`src/rtl/nibble_add.sv`:
```
// nibble_add: registered 4-bit nibble adder.
//
// This block picks one nibble from each 8-bit operand and adds the two nibbles.
// The result is a 5-bit sum, with the carry out in the top bit.
//   ctrl = 0 : a[3:0] + b[3:0]
//   ctrl = 1 : a[7:4] + b[7:4]
// There is no carry-in, and the unselected nibbles have no effect.
//
// The adder is a 4-bit ripple-carry chain. The output is registered with a valid flag.
//
// Build option:
//   NIBBLE_ADD_PIPE_EN  When defined, a second register stage follows the adder.
//                       Latency is then 2 cycles instead of 1, and out_valid is delayed
//                       exactly like q.
//
// Ports:
//   clk       in   1  system clock, rising-edge active
//   rst_n     in   1  asynchronous active-low reset
//   a         in   8  operand A
//   b         in   8  operand B
//   ctrl      in   1  nibble select (0 = low, 1 = high)
//   in_valid  in   1  a/b/ctrl valid this cycle
//   q         out  5  registered sum, q[4] = carry out
//   out_valid out  1  q was updated by the previous clock edge
module nibble_add (
  input  logic       clk,
  input  logic       rst_n,
  input  logic [7:0] a,
  input  logic [7:0] b,
  input  logic       ctrl,
  input  logic       in_valid,
  output logic [4:0] q,
  output logic       out_valid
);

  logic [3:0] na;
  logic [3:0] nb;
  logic [4:0] carry;
  logic [4:0] sum;

  // Nibble select and ripple-carry add
  always_comb begin
    na       = ctrl ? a[7:4] : a[3:0];
    nb       = ctrl ? b[7:4] : b[3:0];
    carry    = '0;
    sum      = '0;
    carry[0] = 1'b0;
    for (int i = 0; i < 4; i++) begin
      sum[i]     = na[i] ^ nb[i] ^ carry[i];
      carry[i+1] = (na[i] & nb[i]) | (carry[i] & (na[i] ^ nb[i]));
    end
    sum[4] = carry[4];
  end

  // Stage 1: result register
  logic [4:0] s1_q, s1_d;
  logic       v1_q, v1_d;

  // The datapath only loads when in_valid is set, so X on the inputs during idle
  // cycles never reaches the register.
  always_comb begin
    s1_d = s1_q;
    v1_d = in_valid;
    if (in_valid) begin
      s1_d = sum;
    end
  end

  always_ff @(posedge clk or negedge rst_n) begin
    if (!rst_n) begin
      s1_q <= '0;
      v1_q <= 1'b0;
    end else begin
      s1_q <= s1_d;
      v1_q <= v1_d;
    end
  end

`ifdef NIBBLE_ADD_PIPE_EN
  // Stage 2: extra register that delays q and out_valid together
  logic [4:0] s2_q, s2_d;
  logic       v2_q, v2_d;

  always_comb begin
    s2_d = s2_q;
    v2_d = v1_q;
    if (v1_q) begin
      s2_d = s1_q;
    end
  end

  always_ff @(posedge clk or negedge rst_n) begin
    if (!rst_n) begin
      s2_q <= '0;
      v2_q <= 1'b0;
    end else begin
      s2_q <= s2_d;
      v2_q <= v2_d;
    end
  end

  assign q         = s2_q;
  assign out_valid = v2_q;
`else
  assign q         = s1_q;
  assign out_valid = v1_q;
`endif

endmodule

```
`config.mk`:
```
export PLATFORM = sky130hd
export DESIGN_NAME = nibble_add
export DESIGN_NICKNAME = d
export VERILOG_FILES = /design/src/rtl/nibble_add.sv
export SDC_FILE = /design/constraint.sdc
export NUM_CORES = 1
export LEC_CHECK = 0
export ABC_AREA = 1
export CAP_MARGIN = 30
export CORE_AREA = 5 5 42 44
export CTS_CLUSTER_SIZE = 16
export DETAILED_ROUTE_END_ITERATION = 10
export DIE_AREA = 0 0 47 49
export HOLD_SLACK_MARGIN = 0.12
export PLACE_DENSITY = 0.75
export SLEW_MARGIN = 25
export SYNTH_ARGS = -nofsm -noshare
export SYNTH_HDL_FRONTEND = slang
export SYNTH_SLANG_ARGS = --single-unit
```
`constraint.sdc`:
```
create_clock -name clk -period 0.8 [get_ports clk]
set_input_delay 0.16 -clock clk [delete_from_list [all_inputs] [get_ports clk]]
set_output_delay 0.16 -clock clk [all_outputs]
set_load 0.02 [all_outputs]
```
; ---- Word level (Yosys, flattened, before mapping)
; Cells that the tools add are included.
[totals]
out_inout_bits = 6
word_cells = 21
reg_bits = 6
[classes]
n_mux = 2
n_bitwise = 17
[ops]
columns = cell, count
row1 = $mux 4, 2
row2 = $and 1x1->1, 7
row3 = $xor 1x1->1, 7
row4 = $or 1x1->1, 3

; ---- Depth between registers and ports, before layout
; Gate-level depths: netlist (run 1).
[logic_depth]
depth_word = 8
mapped_depth = 12
depth_no_buf = 11

; ---- Worst setup path after synthesis (run 1)
; No wires, ideal clock.
[synth_timing]
path_type = input-to-reg
from = input port ctrl
to = register s1_q[3] (netlist: q[3])
path_stages = 12
n_path_buf = 1
t_arrival_ps = 1922
slack_ps = -1186
t_required_ps = 735
path_cell_list = buf_6 > inv_6 > nand2_1 > nand2_1 > ha_1 > fa_1 > fa_1 > inv_1 > fa_1 > inv_1 > nand2_1 > nand2_1
[synth_via]
elab_chain_len = 7
elab_cells_between_ends = 13
classes_between = 2 x mux / 11 x bitwise
[synth_lines]
columns = item, line
row1 = from (decl), 30  ; input logic ctrl,
row2 = "$mux 4, on equally long branches", "43, 44"
row3 = $and 1x1->1 / $xor 1x1->1 (equally long branches), 50  ; carry[i+1] = (na[i] & nb[i]) | (carry[i] & (na[i] ^ nb[i]));
row4 = $and 1x1->1, 50
row5 = $or 1x1->1, 50
row6 = $and 1x1->1, 50
row7 = $or 1x1->1, 50
row8 = $xor 1x1->1 *, 49  ; sum[i] = na[i] ^ nb[i] ^ carry[i];
row9 = to (signal assigned), 71  ; s1_q <= '0;
row10 = to (signal assigned), 74  ; s1_q <= s1_d;
row11 = to (decl), 56  ; logic [4:0] s1_q, s1_d;
; Every way passes the cells marked *; elsewhere a longest branch is shown, timed or not.
; A chain may end at the register's enable or synchronous reset.

; ---- Final worst setup path (run 1)
; Ends and elaborated chain as after synthesis.

==> summary.md, run 1 <==
| Metric | Value |
|---|---|
| Initial antenna violation count | `0` |
| Placed Instance Area | `a little under 800 um2` |
| First-pass GRT wire length | `1600 um` |
| Combinational Power Share | `47.3%` |
| Largest net degree at the start of global routing | `7` |
| Clock Power Share | `between 20% and 30%` |
| Outcome | `complete, but fails checks` |
| Htree depth | `1` |
| Worst slack, placed | `-1.74 ns` |
| Final Instance Area | `around 840 um2` |
| YS warnings | `0` |
| Flop and latch count out of synthesis | `6` |
| Path type of the worst setup path | `primary input to flip-flop` |
| Die X | `47 um` |
| LEAKAGE | `roughly 0.46 nW` |
| Critical Path RT | `0.98 ns` |
| CTS Sinks | `6` |
| Cell variety after synth | `8` |
| Final count of hold timing violations | `0` |
| Internal power | `between 0.8 and 0.9 mW` |
| Number of global-route vias before repair | `446` |
| Final worst slack | `-0.926 ns` |
| CTS Buffer Depth | `2` |
| Max-Cap Viols | `0` |
| Vias | `456` |
| IO Pins | `26` |
| Detail Route Antenna Nets | `0` |
| Mapped Area | `around 420 um2` |
| Sw Share | `30.4%` |
| Die height | `49 um` |
| Clock-pin slew on the worst setup and hold paths | `0.04 ns` |
| Critical path fanouts, max | `5` |
| CTS tree | `yes` |
| Average vias per placed instance | `4.04` |
| Root buffer cell | `clkbuf_4` |
| Commonest non-fill, non-tap cell in the layout | `nand2_1` |
| Slew @ Worst Pin | `0.259 ns` |
| FP Rows | `14` |
| Synth-to-Final Area Change | `101%` |
| Core area | `0.00140 mm2` |
| Die Area | `0.00230 mm2` |
| P_sw | `~0.38 mW` |
| Clk_skew | `0 ns` |
| Post-Syn Area per Cell | `7.10 um2` |
| Slew margin rel. | `a little over 80%` |
| Wire per inst | `8.99 um` |
| Commonest cells after routing, fill and taps aside | `30 x nand2_1, 10 x clkdlybuf4s50_1, 10 x buf_4` |
| Total power | `1.25 mW` |
| Fin nets | `123` |
| HPWL Detailed | `860 um` |
| DRC viols | `0` |
| Clock latency on the worst-skew pair | `0.24 ns` |
| Layout cells sized above 1 | `43.3%` |
| Routed wire length | `1020 um` |
| CP Capture Type | `flip-flop` |
| Min-Delay Path Class | `primary input to asynchronous set/reset pin` |
| Fill cell total of the finished layout | `144` |
| Buffers on Ports | `25` |
| Initial DRT Pass Iterations | `3` |
| Hold-fix buffers, CTS | `0` |
| Routability cong. | `0.680` |
| Hold Slack | `0.157 ns` |
| Antenna diode count | `0` |
| Cell count after synthesis | `59` |
| Setup Viol. Count Final | `10` |
| First DRT Iteration DRCs | `5` |
| Period utilization | `216%` |
| CP Launch Type | `primary input` |
| PwrDens | `1480 mW/mm2` |
| Fmax | `579 MHz` |
| Syn nets | `83` |
| Period minus WS final | `1.73 ns` |
| Seq/Total Area, Yosys | `a little over a third` |
| Overflow left after global routing | `0` |
| Initial Util | `29.9%` |
| Total CTS buffers | `3` |
| All-Layer GR Usage | `9.44%` |
| Failing checks | `negative setup slack` |
| RSZ-0062 raised after global routing | `true` |
| Seq pwr share | `31.2%` |
| Max Slew Vio Count | `0` |
| Max VDD drop | `between 0.0005 and 0.0006 V` |
| CP Data Arrival Time | `1.90 ns` |
[synth_stat cells]
cell type	number	area [um2]
inv_2	3	11.3
ha_1	1	12.5
fa_1	3	60.1
inv_6	1	8.76
nand2_1	39	146
dfrtp_1	6	150
inv_1	5	18.8
buf_6	1	11.3
[flip-flops by register name, summed over array words and instances, names as in the netlist]
register and count:
q 5, out_valid 1
[critical path, cell delays in order]
cell and delay, ns:
buf_12 0.11, nand2_2 0.08, nand2_4 0.06, ha_4 0.15
fa_2 0.38, fa_2 0.34, inv_2 0.06, fa_1 0.39
inv_1 0.07, nand2_1 0.05, nand2_1 0.06
[layout make-up]
class	count	area [um2]	area share, %
inverter	9	41.3	4.90
clock buffer	3	22.5	2.67
multi-input combinational	43	279	33.1
timing repair buffer	36	330	39.2
sequential	6	150	17.8
tap	16	20.0	2.37
[routing by layer]
metal / wire [um] / part of all wire, % / vias up / track usage (%)
met2: 525 / 52 / 22 / 14.9
met3: 121 / 12 / 2 / 1.11
met4: 21 / 2.1 / 0 / 8.29
li1: - / - / 246 / -
met1: 347 / 34 / 186 / 10.4
met5: 0 / 0 / - / 0
[what timing repair did]
| action | in CTS | in global routing |
|---|---|---|
| endpoints found under the setup margin | 11 | 10 |
| setup buffers | 1 | 1 |
| pin swaps | 19 | 10 |
| gates resized for setup | 66 | 6 |
| hold endpoints to repair | 0 | 0 |
[kinds of logic (layout without fill, tap and decap cells)]
family                     count (synthesis)  after routing  share of synthesized area, %
DFF                                        6              6                          35.8
buffers and inverters                     10             48                          11.9
and+or+nand+nor                           39             39                          34.9
adders and majority gates                  4              4                          17.3
[final timing paths]
path                       slack [ns]             start             endpoint  cells past startpoint
max                             -0.93              ctrl     q[3]$_DFFE_PN0P_                     11
min                              0.16             rst_n     q[2]$_DFFE_PN0P_                      1
max reg2reg                     -0.04  q[1]$_DFFE_PN0P_     q[1]$_DFFE_PN0P_                      4
min reg2reg                      0.59  q[3]$_DFFE_PN0P_     q[3]$_DFFE_PN0P_                      3
max in group asynchronous        0.44             rst_n  out_valid$_DFF_PN0_                      1
min in group clk                 0.37              b[4]     q[0]$_DFFE_PN0P_                      6
[per-stage QoR]
| step | cells | TNS, ns | utilization (%) |
|---|---|---|---|
| 3_5_place_dp | 108 | -8.13 | 55.4 |
| 4_1_cts | 112 | -3.09 | 57.9 |
| 3_3_place_gp | 108 | -7.94 | 55.4 |
| 6_report | 113 | -3.12 | 60.2 |
| 2_1_floorplan | 59 | -3.19 | - |
| 5_1_grt | 113 | -3.50 | 60.2 |
[power by group through the flow]
| stage | logic [mW] | registers (mW) | clock network, mW |
|---|---|---|---|
| 2_1_floorplan | 0.168 | 0.449 | 0 |
| 3_3_place_gp | 0.529 | 0.381 | 0 |
| 3_5_place_dp | 0.537 | 0.386 | 0 |
| 4_1_cts | 0.563 | 0.392 | 0.284 |
| 5_1_grt | 0.646 | 0.398 | 0.287 |
| 6_report | 0.590 | 0.390 | 0.268 |
Power figures use the tool's default switching activity.
==> run 2: changes to the inputs <==
--- a/config.mk
+++ b/config.mk
@@ -13,6 +13,7 @@
 export DIE_AREA = 0 0 47 49
 export HOLD_SLACK_MARGIN = 0.12
 export PLACE_DENSITY = 0.75
+export SETUP_SLACK_MARGIN = 0.4
 export SLEW_MARGIN = 25
 export SYNTH_ARGS = -nofsm -noshare
 export SYNTH_HDL_FRONTEND = slang
==> summary.md, run 2 (synthesized netlist as in run 1, its figures left out) <==
| Metric | Value |
|---|---|
| Max Slew Vio Count | `0 (unchanged)` |
| CP Data Arrival Time | `1.87 ns (was 1.90 ns)` |
| PwrDens | `1480 mW/mm2 (about the same)` |
| Final worst slack | `-0.885 ns (was -0.926 ns)` |
| DR WL met2 | `431 um (was 525 um)` |
| Initial DRT Pass Iterations | `2 (was 3)` |
| Critical Path RT | `0.99 ns (was 0.98 ns)` |
| Overflow left after global routing | `0 (unchanged)` |
| Die Area | `0.00230 mm2 (unchanged)` |
| Clock latency on the worst-skew pair | `0.25 ns (was 0.24 ns)` |
| Max VDD drop | `0.000474 V (was 0.000573 V)` |
| Setup Viol. Count Final | `10 (unchanged)` |
| Clk_skew | `0 ns (unchanged)` |
| Outcome | `complete, but fails checks (unchanged)` |
| Final count of hold timing violations | `6 (was 0)` |
| Commonest cells after routing, fill and taps aside | `30 x nand2_1, 8 x clkdlybuf4s50_1, 8 x buf_6 (was 30 x nand2_1, 10 x clkdlybuf4s50_1, 10 x buf_4)` |
| Number of global-route vias before repair | `414 (was 446)` |
| Routability cong. | `0.736 (was 0.680)` |
| Die X | `47 um (unchanged)` |
| Average vias per placed instance | `4.13 (was 4.04)` |
| Path type of the worst setup path | `primary input to flip-flop (unchanged)` |
| Cell total after placement | `103 (was 108)` |
| Sw Share | `31.5% (was 30.4%)` |
| Seq pwr share | `32.6% (was 31.2%)` |
| DRC viols | `0 (unchanged)` |
| Slew @ Worst Pin | `0.267 ns (was 0.259 ns)` |
| Largest net degree at the start of global routing | `7 (unchanged)` |
| Hold Slack | `-0.239 ns (was 0.157 ns)` |
| Initial Util | `29.9% (unchanged)` |
| First DRT Iteration DRCs | `2 (was 5)` |
| LEAKAGE | `0.452 nW (was 0.464 nW)` |
| Fmax | `593 MHz (was 579 MHz)` |
| Metal-1 WL | `361 um (was 347 um)` |
| Antenna diode count | `0 (unchanged)` |
| Failing checks | `negative hold slack, negative setup slack (was negative setup slack)` |
| Non-Filler Instances | `109 (was 113)` |
| Combinational Power Share | `42.3% (was 47.3%)` |
| Die height | `49 um (unchanged)` |
| FP Rows | `14 (unchanged)` |
| Routed wire length | `972 um (was 1020 um)` |
| Vias | `450 (was 456)` |
| Initial antenna violation count | `0 (unchanged)` |
| Fin nets | `118 (was 123)` |
| Wire length on met3 | `124 um (was 121 um)` |
| Commonest non-fill, non-tap cell in the layout | `nand2_1 (unchanged)` |
| All-Layer GR Usage | `9.45% (was 9.44%)` |
| Buffers on Ports | `25 (unchanged)` |
| Root buffer cell | `clkbuf_4 (unchanged)` |
| Total CTS buffers | `3 (unchanged)` |
| Min-Delay Path Class | `primary input to asynchronous set/reset pin (unchanged)` |
| Detail Route Antenna Nets | `0 (unchanged)` |
| Max-Cap Viols | `0 (unchanged)` |
| IO Pins | `26 (unchanged)` |
| CTS tree | `yes (unchanged)` |
| Clock-pin slew on the worst setup and hold paths | `0.05 ns (was 0.04 ns)` |
| Htree depth | `1 (unchanged)` |
| Post-layout util | `58.8% (was 60.2%)` |
| Slew margin rel. | `82.2% (was 82.7%)` |
| Critical path fanouts, max | `5 (unchanged)` |
| CTS Buffer Depth | `2 (unchanged)` |
| Clock Power Share | `25.1% (was 21.5%)` |
| DR top layer | `met4 (unchanged)` |
| Internal power | `0.837 mW (was 0.868 mW)` |
| HPWL Detailed | `817 um (was 860 um)` |
| P_sw | `0.385 mW (was 0.380 mW)` |
| Hold-fix buffers, CTS | `0 (unchanged)` |
| Wire per inst | `8.92 um (was 8.99 um)` |
| CTS Sinks | `6 (unchanged)` |
| Period minus WS final | `1.69 ns (was 1.73 ns)` |
| Layout cells sized above 1 | `44.1% (was 43.3%)` |
| RSZ-0062 raised after global routing | `true (unchanged)` |
| Synth-to-Final Area Change | `96.7% (was 101%)` |
| Core area | `0.00140 mm2 (unchanged)` |
| CP Launch Type | `primary input (unchanged)` |
| Worst slack, placed | `-1.73 ns (was -1.74 ns)` |
| Max FFs per register | `5 (unchanged)` |
| Period utilization | `211% (was 216%)` |
| CP Capture Type | `flip-flop (unchanged)` |
| First-pass GRT wire length | `1520 um (was 1600 um)` |
[run 2: routing by layer]
metal / vias up / track usage, %
met2: 27 / 13.8
met3: 5 / 0
li1: 235 / -
met4: 0 / 11.1
met1: 183 / 10.8
met5: - / 0
[run 2: cell type report]
cell class / count / area, um2
well taps: 16 / 20.0
flip-flops and latches: 6 / 155
clock buffers: 4 / 26.3
multi-input cells: 43 / 284
repair buffers: 31 / 298
fillers: 154 / 577
inverters: 9 / 41.3
[run 2: critical path, stage by stage]
cell and delay, ns:
buf_12 0.12, nand2_2 0.08, nand2_4 0.05, ha_4 0.15
fa_2 0.38, fa_2 0.34, inv_2 0.06, fa_1 0.39
inv_1 0.06, nand2_1 0.04, nand2_1 0.04
[run 2: final timing paths]
kind / startpoint / endpoint / slack (ns) / cells after the start
min reg2reg: q[0]$_DFFE_PN0P_ / q[0]$_DFFE_PN0P_ / 0.49 / 2
max reg2reg: q[1]$_DFFE_PN0P_ / q[1]$_DFFE_PN0P_ / 0.07 / 3
min: rst_n / q[3]$_DFFE_PN0P_ / -0.24 / 1
min in group clk: in_valid / out_valid$_DFF_PN0_ / 0.28 / 2
max: ctrl / q[3]$_DFFE_PN0P_ / -0.89 / 11
max in group asynchronous: rst_n / q[2]$_DFFE_PN0P_ / 0.81 / 1
[run 2: what timing repair did]
action / in CTS / in global routing
gates cloned: 0 / 0
endpoints found under the setup margin: 12 / 17
gates resized for setup: 69 / 7
hold endpoints to repair: 0 / 6
pin swaps: 22 / 8
buffers inserted: 1 / 1
[run 2: stage by stage]
stage / setup TNS, ns / power [mW] / cell area (um2)
floorplan: -3.20 / 0.625 / 463
global placement: -8.04 / 0.864 / 743
detailed placement: -8.14 / 0.874 / 743
CTS: -3.16 / 1.22 / 787
global route: -3.51 / 1.31 / 825
finish: -3.14 / 1.22 / 825
[run 2: power groups by stage]
stage          Clock [mW]  Combinational [mW]  Sequential (mW)
2_1_floorplan           0               0.168            0.457
5_1_grt             0.340               0.565            0.404
3_5_place_dp            0               0.481            0.393
6_report            0.307               0.517            0.398
3_3_place_gp            0               0.477            0.387
4_1_cts             0.321               0.497            0.400
